==> config.mk <==
export PLATFORM = sky130hd
export DESIGN_NAME = rst_seq
export DESIGN_NICKNAME = d
export VERILOG_FILES = /design/src/rtl/rst_seq_pkg.sv /design/src/rtl/rst_seq.sv
export SDC_FILE = /design/constraint.sdc
export NUM_CORES = 1
export LEC_CHECK = 0
export CAP_MARGIN = 20
export CORE_ASPECT_RATIO = 2
export CORE_MARGIN = 2
export CORE_UTILIZATION = 50
export DETAILED_ROUTE_END_ITERATION = 8
export PLACE_DENSITY = 0.72
export SLEW_MARGIN = 20
export SYNTH_ARGS = -nofsm -noshare
export SYNTH_HDL_FRONTEND = slang
export SYNTH_SLANG_ARGS = --single-unit
==> constraint.sdc <==
create_clock -name clk -period 2.7 [get_ports clk]
set_input_delay 0.54 -clock clk [delete_from_list [all_inputs] [get_ports clk]]
set_output_delay 0.54 -clock clk [all_outputs]
set_load 0.01 [all_outputs]
==> src/rtl/rst_seq_pkg.sv <==
// Shared constants for the reset sequencer: state encoding and counter/index widths.
package rst_seq_pkg;

   localparam int CNT_W = 8;
   localparam int IDX_W = 3;

   localparam logic [2:0] ST_ASSERT   = 3'd0;
   localparam logic [2:0] ST_DELAY    = 3'd1;
   localparam logic [2:0] ST_WAIT_ACK = 3'd2;
   localparam logic [2:0] ST_DONE     = 3'd3;
   localparam logic [2:0] ST_FAULT    = 3'd4;

endpackage

==> src/rtl/rst_seq.sv <==
// Multi-stage reset sequencer: releases NUM_STAGES reset outputs in order,
// waiting for each stage's ack, with software restart and ack timeout.
module rst_seq
   import rst_seq_pkg::*;
#(
   parameter int NUM_STAGES  = 4,
   parameter int MIN_ASSERT  = 16,
   parameter int STAGE_DLY   = 10,
   parameter int ACK_TIMEOUT = 200
) (
   input  logic                  clk,
   input  logic                  rst_n,
   input  logic                  sw_rst_req,
   input  logic [NUM_STAGES-1:0] stage_ack,
   output logic [NUM_STAGES-1:0] stage_rst,
   output logic                  seq_done,
   output logic                  timeout_err,
   output logic [IDX_W-1:0]      err_stage
);

   localparam logic [CNT_W-1:0]      MIN_LAST = CNT_W'(MIN_ASSERT - 1);
   localparam logic [CNT_W-1:0]      DLY_LAST = CNT_W'((STAGE_DLY == 0) ? 0 : STAGE_DLY - 1);
   localparam logic [CNT_W-1:0]      ACK_LAST = CNT_W'(ACK_TIMEOUT - 1);
   localparam logic [IDX_W-1:0]      IDX_LAST = IDX_W'(NUM_STAGES - 1);
   localparam logic [NUM_STAGES-1:0] ONE      = NUM_STAGES'(1);

   logic [2:0]            state_q, state_d;
   logic [CNT_W-1:0]      cnt_q, cnt_d;
   logic [IDX_W-1:0]      idx_q, idx_d;
   logic [NUM_STAGES-1:0] stage_rst_q, stage_rst_d;
   logic                  seq_done_q, seq_done_d;
   logic                  timeout_err_q, timeout_err_d;
   logic [IDX_W-1:0]      err_stage_q, err_stage_d;

   logic [NUM_STAGES-1:0] idx_mask;
   logic                  ack_cur;

   // One-hot select of the stage currently being sequenced.
   assign idx_mask = ONE << idx_q;
   assign ack_cur  = |(stage_ack & idx_mask);

   always_comb begin
      state_d       = state_q;
      cnt_d         = cnt_q;
      idx_d         = idx_q;
      stage_rst_d   = stage_rst_q;
      seq_done_d    = seq_done_q;
      timeout_err_d = timeout_err_q;
      err_stage_d   = err_stage_q;

      if (sw_rst_req) begin
         state_d     = ST_ASSERT;
         cnt_d       = '0;
         idx_d       = '0;
         stage_rst_d = '1;
         seq_done_d  = 1'b0;
      end else begin
         case (state_q)
            ST_ASSERT: begin
               stage_rst_d = '1;
               if (cnt_q == MIN_LAST) begin
                  cnt_d = '0;
                  // With no inter-stage delay the first release happens straight from here.
                  if (STAGE_DLY == 0) begin
                     stage_rst_d = '1 & ~idx_mask;
                     state_d     = ST_WAIT_ACK;
                  end else begin
                     state_d = ST_DELAY;
                  end
               end else begin
                  cnt_d = cnt_q + CNT_W'(1);
               end
            end
            ST_DELAY: begin
               if (cnt_q == DLY_LAST) begin
                  stage_rst_d = stage_rst_q & ~idx_mask;
                  cnt_d       = '0;
                  state_d     = ST_WAIT_ACK;
               end else begin
                  cnt_d = cnt_q + CNT_W'(1);
               end
            end
            ST_WAIT_ACK: begin
               // Ack takes priority over a timeout landing on the same cycle.
               if (ack_cur) begin
                  cnt_d = '0;
                  if (idx_q == IDX_LAST) begin
                     state_d    = ST_DONE;
                     seq_done_d = 1'b1;
                  end else begin
                     idx_d   = idx_q + IDX_W'(1);
                     state_d = ST_DELAY;
                  end
               end else if (cnt_q == ACK_LAST) begin
                  state_d       = ST_FAULT;
                  stage_rst_d   = stage_rst_q | idx_mask;
                  timeout_err_d = 1'b1;
                  err_stage_d   = idx_q;
               end else begin
                  cnt_d = cnt_q + CNT_W'(1);
               end
            end
            ST_DONE: begin
               stage_rst_d = '0;
               seq_done_d  = 1'b1;
            end
            ST_FAULT: begin
               seq_done_d = 1'b0;
            end
            default: begin
               state_d     = ST_ASSERT;
               cnt_d       = '0;
               idx_d       = '0;
               stage_rst_d = '1;
               seq_done_d  = 1'b0;
            end
         endcase
      end
   end

   always_ff @(posedge clk) begin
      if (!rst_n) begin
         state_q       <= ST_ASSERT;
         cnt_q         <= '0;
         idx_q         <= '0;
         stage_rst_q   <= '1;
         seq_done_q    <= 1'b0;
         timeout_err_q <= 1'b0;
         err_stage_q   <= '0;
      end else begin
         state_q       <= state_d;
         cnt_q         <= cnt_d;
         idx_q         <= idx_d;
         stage_rst_q   <= stage_rst_d;
         seq_done_q    <= seq_done_d;
         timeout_err_q <= timeout_err_d;
         err_stage_q   <= err_stage_d;
      end
   end

   assign stage_rst   = stage_rst_q;
   assign seq_done    = seq_done_q;
   assign timeout_err = timeout_err_q;
   assign err_stage   = err_stage_q;

endmodule

; Word-level counts from Yosys, hierarchy flattened
; Cells that the tools add are included.
[classes]
add_sub_neg = 2
n_eq_ne = 17
shift = 1
mux = 21
bitwise_logic = 11
n_reduce_logical = 12
[ops]
columns = cell, n
row1 = 8-bit two-way mux, 4
row2 = 8-bit case mux with 4 select lines, 1
row3 = 3-bit two-way mux, 6
row4 = 8-bit by 4-bit equality test with 1-bit output (second input constant), 2
row5 = 4-bit case mux with 4 select lines, 1
row6 = 2-bit != test (second input constant), 7
row7 = 4-bit two-way mux, 3
row8 = 3-bit case mux with 4 select lines, 1
row9 = 4-bit AND reduction, 3
row10 = 3-bit by 2-bit equality test with 1-bit output (second input constant), 3
row11 = 8-bit by 1-bit adder with 8-bit output (second input constant), 1
row12 = 4-bit AND, 2
row13 = 8-bit equality test (second input constant), 1
row14 = 4-bit OR reduction, 2
row15 = 1-bit NOT, 7
row16 = 3-bit != test (second input constant), 2
row17 = 3-bit case mux with 2 select lines, 1
row18 = 3-bit AND reduction, 2
row19 = 2-bit OR reduction, 3
row20 = 4-bit NOT, 1
row21 = 4-bit bitwise OR, 1
row22 = 1-bit by 3-bit left shift with 4-bit output (first input constant), 1
row23 = 3-bit by 1-bit adder with 3-bit output (second input constant), 1
row24 = 3-bit by 1-bit equality test with 1-bit output (second input constant), 1
row25 = 6 further kinds, 7
[totals]
register_bits = 23
out_inout_bits = 9

; Logic depth before layout (Yosys ltp)
; Gate-level depths: netlist of the first run.
[depth]
word_depth = 5
mapped_depth = 8

; Worst setup path after synthesis of the first run
; OpenSTA, ideal clock, no wires.
[synth_timing]
path_kind = register to register
startpoint = register idx_q[0]
endpoint = register cnt_q[2]
arrival_time_ns = 1.982
t_required_ns = 2.626
setup_slack_ns = 0.643
path_stages_with_launch = 9
n_path_buf = 1
synth_period_minus_slack_ns = 2.057
path_cell_list = dfxtp_1 > inv_1 > ha_1 > a22oi_1 > o221ai_1 > clkbuf_8 > o22ai_1 > or4b_1 > a31oi_1
[synth_via]
elab_chain_cells = 5
elab_cells_between_ends = 7
classes_between = 1 x eq/ne / 1 x shift / 2 x mux / 1 x bitwise / 2 x reduce/logical
[synth_rtl]
columns = element, line
row1 = "start, declared", rst_seq.sv:29  ; logic [IDX_W-1:0] idx_q, idx_d;
row2 = "start signal, assigned", rst_seq.sv:133  ; idx_q <= idx_d;
row3 = 1-bit by 3-bit left shift with 4-bit output *, rst_seq.sv:39  ; assign idx_mask = ONE << idx_q;
row4 = 4-bit AND *, rst_seq.sv:40  ; assign ack_cur = |(stage_ack & idx_mask);
row5 = 4-bit OR reduction *, rst_seq.sv:40
row6 = 8-bit two-way mux or 3-bit != test (tied branches), n/a
row7 = 8-bit case mux with 4 select lines or 2-bit AND reduction (tied branches), n/a
row8 = "end signal, assigned", rst_seq.sv:132  ; cnt_q <= cnt_d;
row9 = "end, declared", rst_seq.sv:28  ; logic [CNT_W-1:0] cnt_q, cnt_d;
; Mark *: on every way between the ends. The rest lies on a longest branch, timed or not.
; A chain may end at the register's enable or synchronous reset.

; Worst setup path after layout of the first run
[layout_timing]
startpoint = register idx_q[0]
endpoint = register seq_done_q, in the netlist seq_done
[layout_via]
elab_chain_cells = 5
elab_cells_between_ends = 7
classes_between = 3 x eq/ne / 1 x shift / 1 x bitwise / 2 x reduce/logical
[layout_rtl]
columns = element, line
row1 = 1-bit by 3-bit left shift with 4-bit output, rst_seq.sv:39
row2 = 4-bit AND, rst_seq.sv:40
row3 = 4-bit OR reduction, rst_seq.sv:40
row4 = 2-bit != test (no source line), n/a
row5 = 3-bit AND reduction (no source line) *, n/a
row6 = "end signal, assigned", rst_seq.sv:135  ; seq_done_q <= seq_done_d;
row7 = "end, declared", rst_seq.sv:31  ; logic seq_done_q, seq_done_d;
; Marks and branches as above.

==> flow_summary_export.csv, run 1 <==
group,metric,value,unit
clocking,clk_pin_slew,0.08,ns
floorplanning,rows,27,
pwr,powerDensity,361,mW/mm2
clocking,clock-sinks,23,
setup_path,crit_arrival,2.64,ns
clocking,cts_tree,"yes",
yosys,netlist_area,0.00143,mm2
clocking,postCtsHoldBufs,0,
floorplanning,start_util,52.1,%
grt,grt_overflow,0,
timing,finalSetupViolCount,0,
clocking,root_buffer,"clkbuf_8",
floorplanning,core-area,0.00274,mm2
pwr,finalPower,592,uW
hold_path,hp-class,"register to register",
floorplanning,die_area,0.00332,mm2
place,postPlaceCellArea,0.00159,mm2
floorplanning,die_h,79.5,um
detailed_routing,routed_wl,3.57,mm
grt,grt_first_pass_wirelength,6.01,mm
timing,grt_setup_unrepaired,"no",
detailed_routing,dr.pass1.iters,4,
detailed_routing,vias_per_cell,6.10,
clocking,ctsHtreeMaxLevel,1,
clocking,insertion_delay,0.27,ns
yosys,synth_flop_cell,"dfxtp_1",
yosys,synthDominantCellAreaShare,32.3,%
yosys,synth.yosys.seq_area_share,32.3,%
yosys,synth.area.top_cells,"dfxtp_1 32%, ha_1 6.1%, nor2_1 5.5%, a21oi_1 3.9%, nand2_1 3.7%",
timing,fin_crit,2.49,ns
yosys,ys_warn_count,0,
setup_path,crit_type,"register to register",
timing,whs,0.476,ns
clocking,cts_resized,0,
timing,hold_viol,0,
floorplanning,die_x,41.8,um
cells_and_area,n_antenna_cell,0,
cells_and_area,nets,204,
yosys,synth-seq-cells,23,
timing,relSlewSlack,52.7,%
yosys,synth_area_per_cell,8.24,um2
timing,min_period_over_period,92.2,%
detailed_routing,drtIter0Drc,51,
status,status,"completed",
grt,grt_max_degree,16,
timing,worstMarginPinSlew,0.691,ns
cells_and_area,drive_above_1_share,8.99,%
place,dpl.cell_count,214,
clocking,clock_path_buffers,2,
setup_path,worstPathRequired,2.85,ns
floorplanning,ios,16,
cells_and_area,n_fill_cell,253,
detailed_routing,drc_errors,0,
place,globalplace.congestion,0.930,
yosys,ys_types,51,
clocking,post_cts_buffers,0,
timing,fin_tns_setup,0,ns
yosys,synth_top_area_cell,"dfxtp_1",
pwr,p_leak,0.580,nW
yosys,synth_nets,187,
cells_and_area,syn2layout_area_growth,14.9,%
yosys,synthCells,173,
detailed_routing,antenna_left,0,
setup_path,start_kind,"register",
setup_path,end_kind,"register",
setup_path,worst-path-max-fanout,6,
grt,antenna_found_initial,0,
yosys,synth-edff-count,0,
pwr,peakVddDrop,0.000331,V
flow_run,max_cap_viol_count,0,
timing,slew_violations,0,
grt,grt_usage,23.8,%
cells_and_area,fin_cells,218,
yosys,postSynth.asyncResetShare,0,%
grt,grt_pass1_vias,1279,
clocking,numCtsBuffers,3,
timing,clock_skew,0.00205,ns
cells_and_area,final_area,0.00164,mm2
place,hpwl,2.87,mm
detailed_routing,wire_per_inst,16.4,um
timing,fmax,0.402,GHz
place,port-buffer-count,15,
detailed_routing,dr_total_vias,1329,
## per-layer routing
layer	routed length (um)	vias to the layer above	GRT usage [%]
met5	0	-	0
met4	143	0	14.5
met3	113	15	3.85
met2	2040	44	45.6
met1	1280	614	22.3
li1	-	656	-
## per-stage QoR
step / utilization (%) / worst slack (ns)
after global routing: 59.9 / 0.0941
after floorplan: - / 0.643
after CTS: 59.9 / 0.296
after global placement: 58.2 / 0.255
after detailed placement: 58.2 / 0.239
final: 59.9 / 0.211
## path summary, 6_finish.rpt
| check | start | end | slack (ns) | depth (start not counted) |
|---|---|---|---|---|
| worst max-delay path | idx_q[0]$_SDFFE_PP0P_ | seq_done$_SDFFE_PP0P_ | 0.21 | 8 |
| worst min-delay path | timeout_err$_SDFFE_PN0P_ | timeout_err$_SDFFE_PN0P_ | 0.48 | 1 |
| worst max register to register | idx_q[0]$_SDFFE_PP0P_ | seq_done$_SDFFE_PP0P_ | 0.21 | 8 |
| worst min register to register | timeout_err$_SDFFE_PN0P_ | timeout_err$_SDFFE_PN0P_ | 0.48 | 1 |
## power breakdown
group          total, mW  internal (mW)  switching [mW]
Combinational     0.0290         0.0138          0.0152
Sequential         0.342          0.340         0.00182
Clock              0.221          0.103           0.117
Total              0.592          0.458           0.134
## critical path, stage by stage (launching register included)
cell and delay (ns):
dfxtp_1 0.49, inv_1 0.15, ha_1 0.26, a22oi_1 0.16, o221ai_1 0.33, buf_4 0.29
or2_2 0.35, a31oi_1 0.27, nor3_1 0.07
## cells in the mapped netlist, types with 3 or more instances
| master | count |
|---|---|
| nand3_1 | 5 |
| inv_1 | 12 |
| nand2_1 | 14 |
| ha_1 | 7 |
| mux2i_1 | 4 |
| nand2b_1 | 4 |
| a21oi_1 | 11 |
| nor2_1 | 21 |
| a22oi_1 | 3 |
| o21ai_0 | 8 |
| o211ai_1 | 3 |
| nor2b_1 | 4 |
| a31oi_1 | 6 |
| clkbuf_1 | 4 |
| dfxtp_1 | 23 |
## cells by family after synthesis
logic type	count (synthesis)	synth area share, %
AOI/OAI and AO/OA	47	23.2
and+or+nand+nor	69	26.6
xor gates and xnor gates	2	1.23
muxes	4	2.81
adders and majority gates	7	6.14
DFF	23	32.3
buffers and inverters	21	7.72
## cell usage in the layout (no fill, tap or decap), types with 6 or more instances in the layout
| cell | instances |
|---|---|
| a21oi_1 | 11 |
| buf_4 | 6 |
| dfxtp_1 | 23 |
| nor2_1 | 21 |
| inv_1 | 12 |
| nand2_1 | 14 |
| o21ai_0 | 8 |
| ha_1 | 7 |
| clkdlybuf4s50_1 | 15 |
| a31oi_1 | 6 |
## registers in the layout, indices dropped and copies added (netlist names)
| register | cells |
|---|---|
| stage_rst | 4 |
| seq_done | 1 |
| state_q | 3 |
| timeout_err | 1 |
| idx_q | 3 |
| err_stage | 3 |
| cnt_q | 8 |
## final cells by class
class,instances,area [um2],share of cell area (%)
multi-input combinational,129,856,52.2
sequential,23,460,28.1
timing repair buffer,21,195,11.9
inverter,12,45.0,2.75
clock buffer,3,41.3,2.52
tap,29,36.3,2.21
clock inverter,1,5.00,0.305
(Power assumes the default switching activity.)
==> run 2, diff against run 1 <==
- CAP_MARGIN: 20 -> not set
==> results of run 2 <==
Final layout, timing and power as in run 1 (identical DEF).
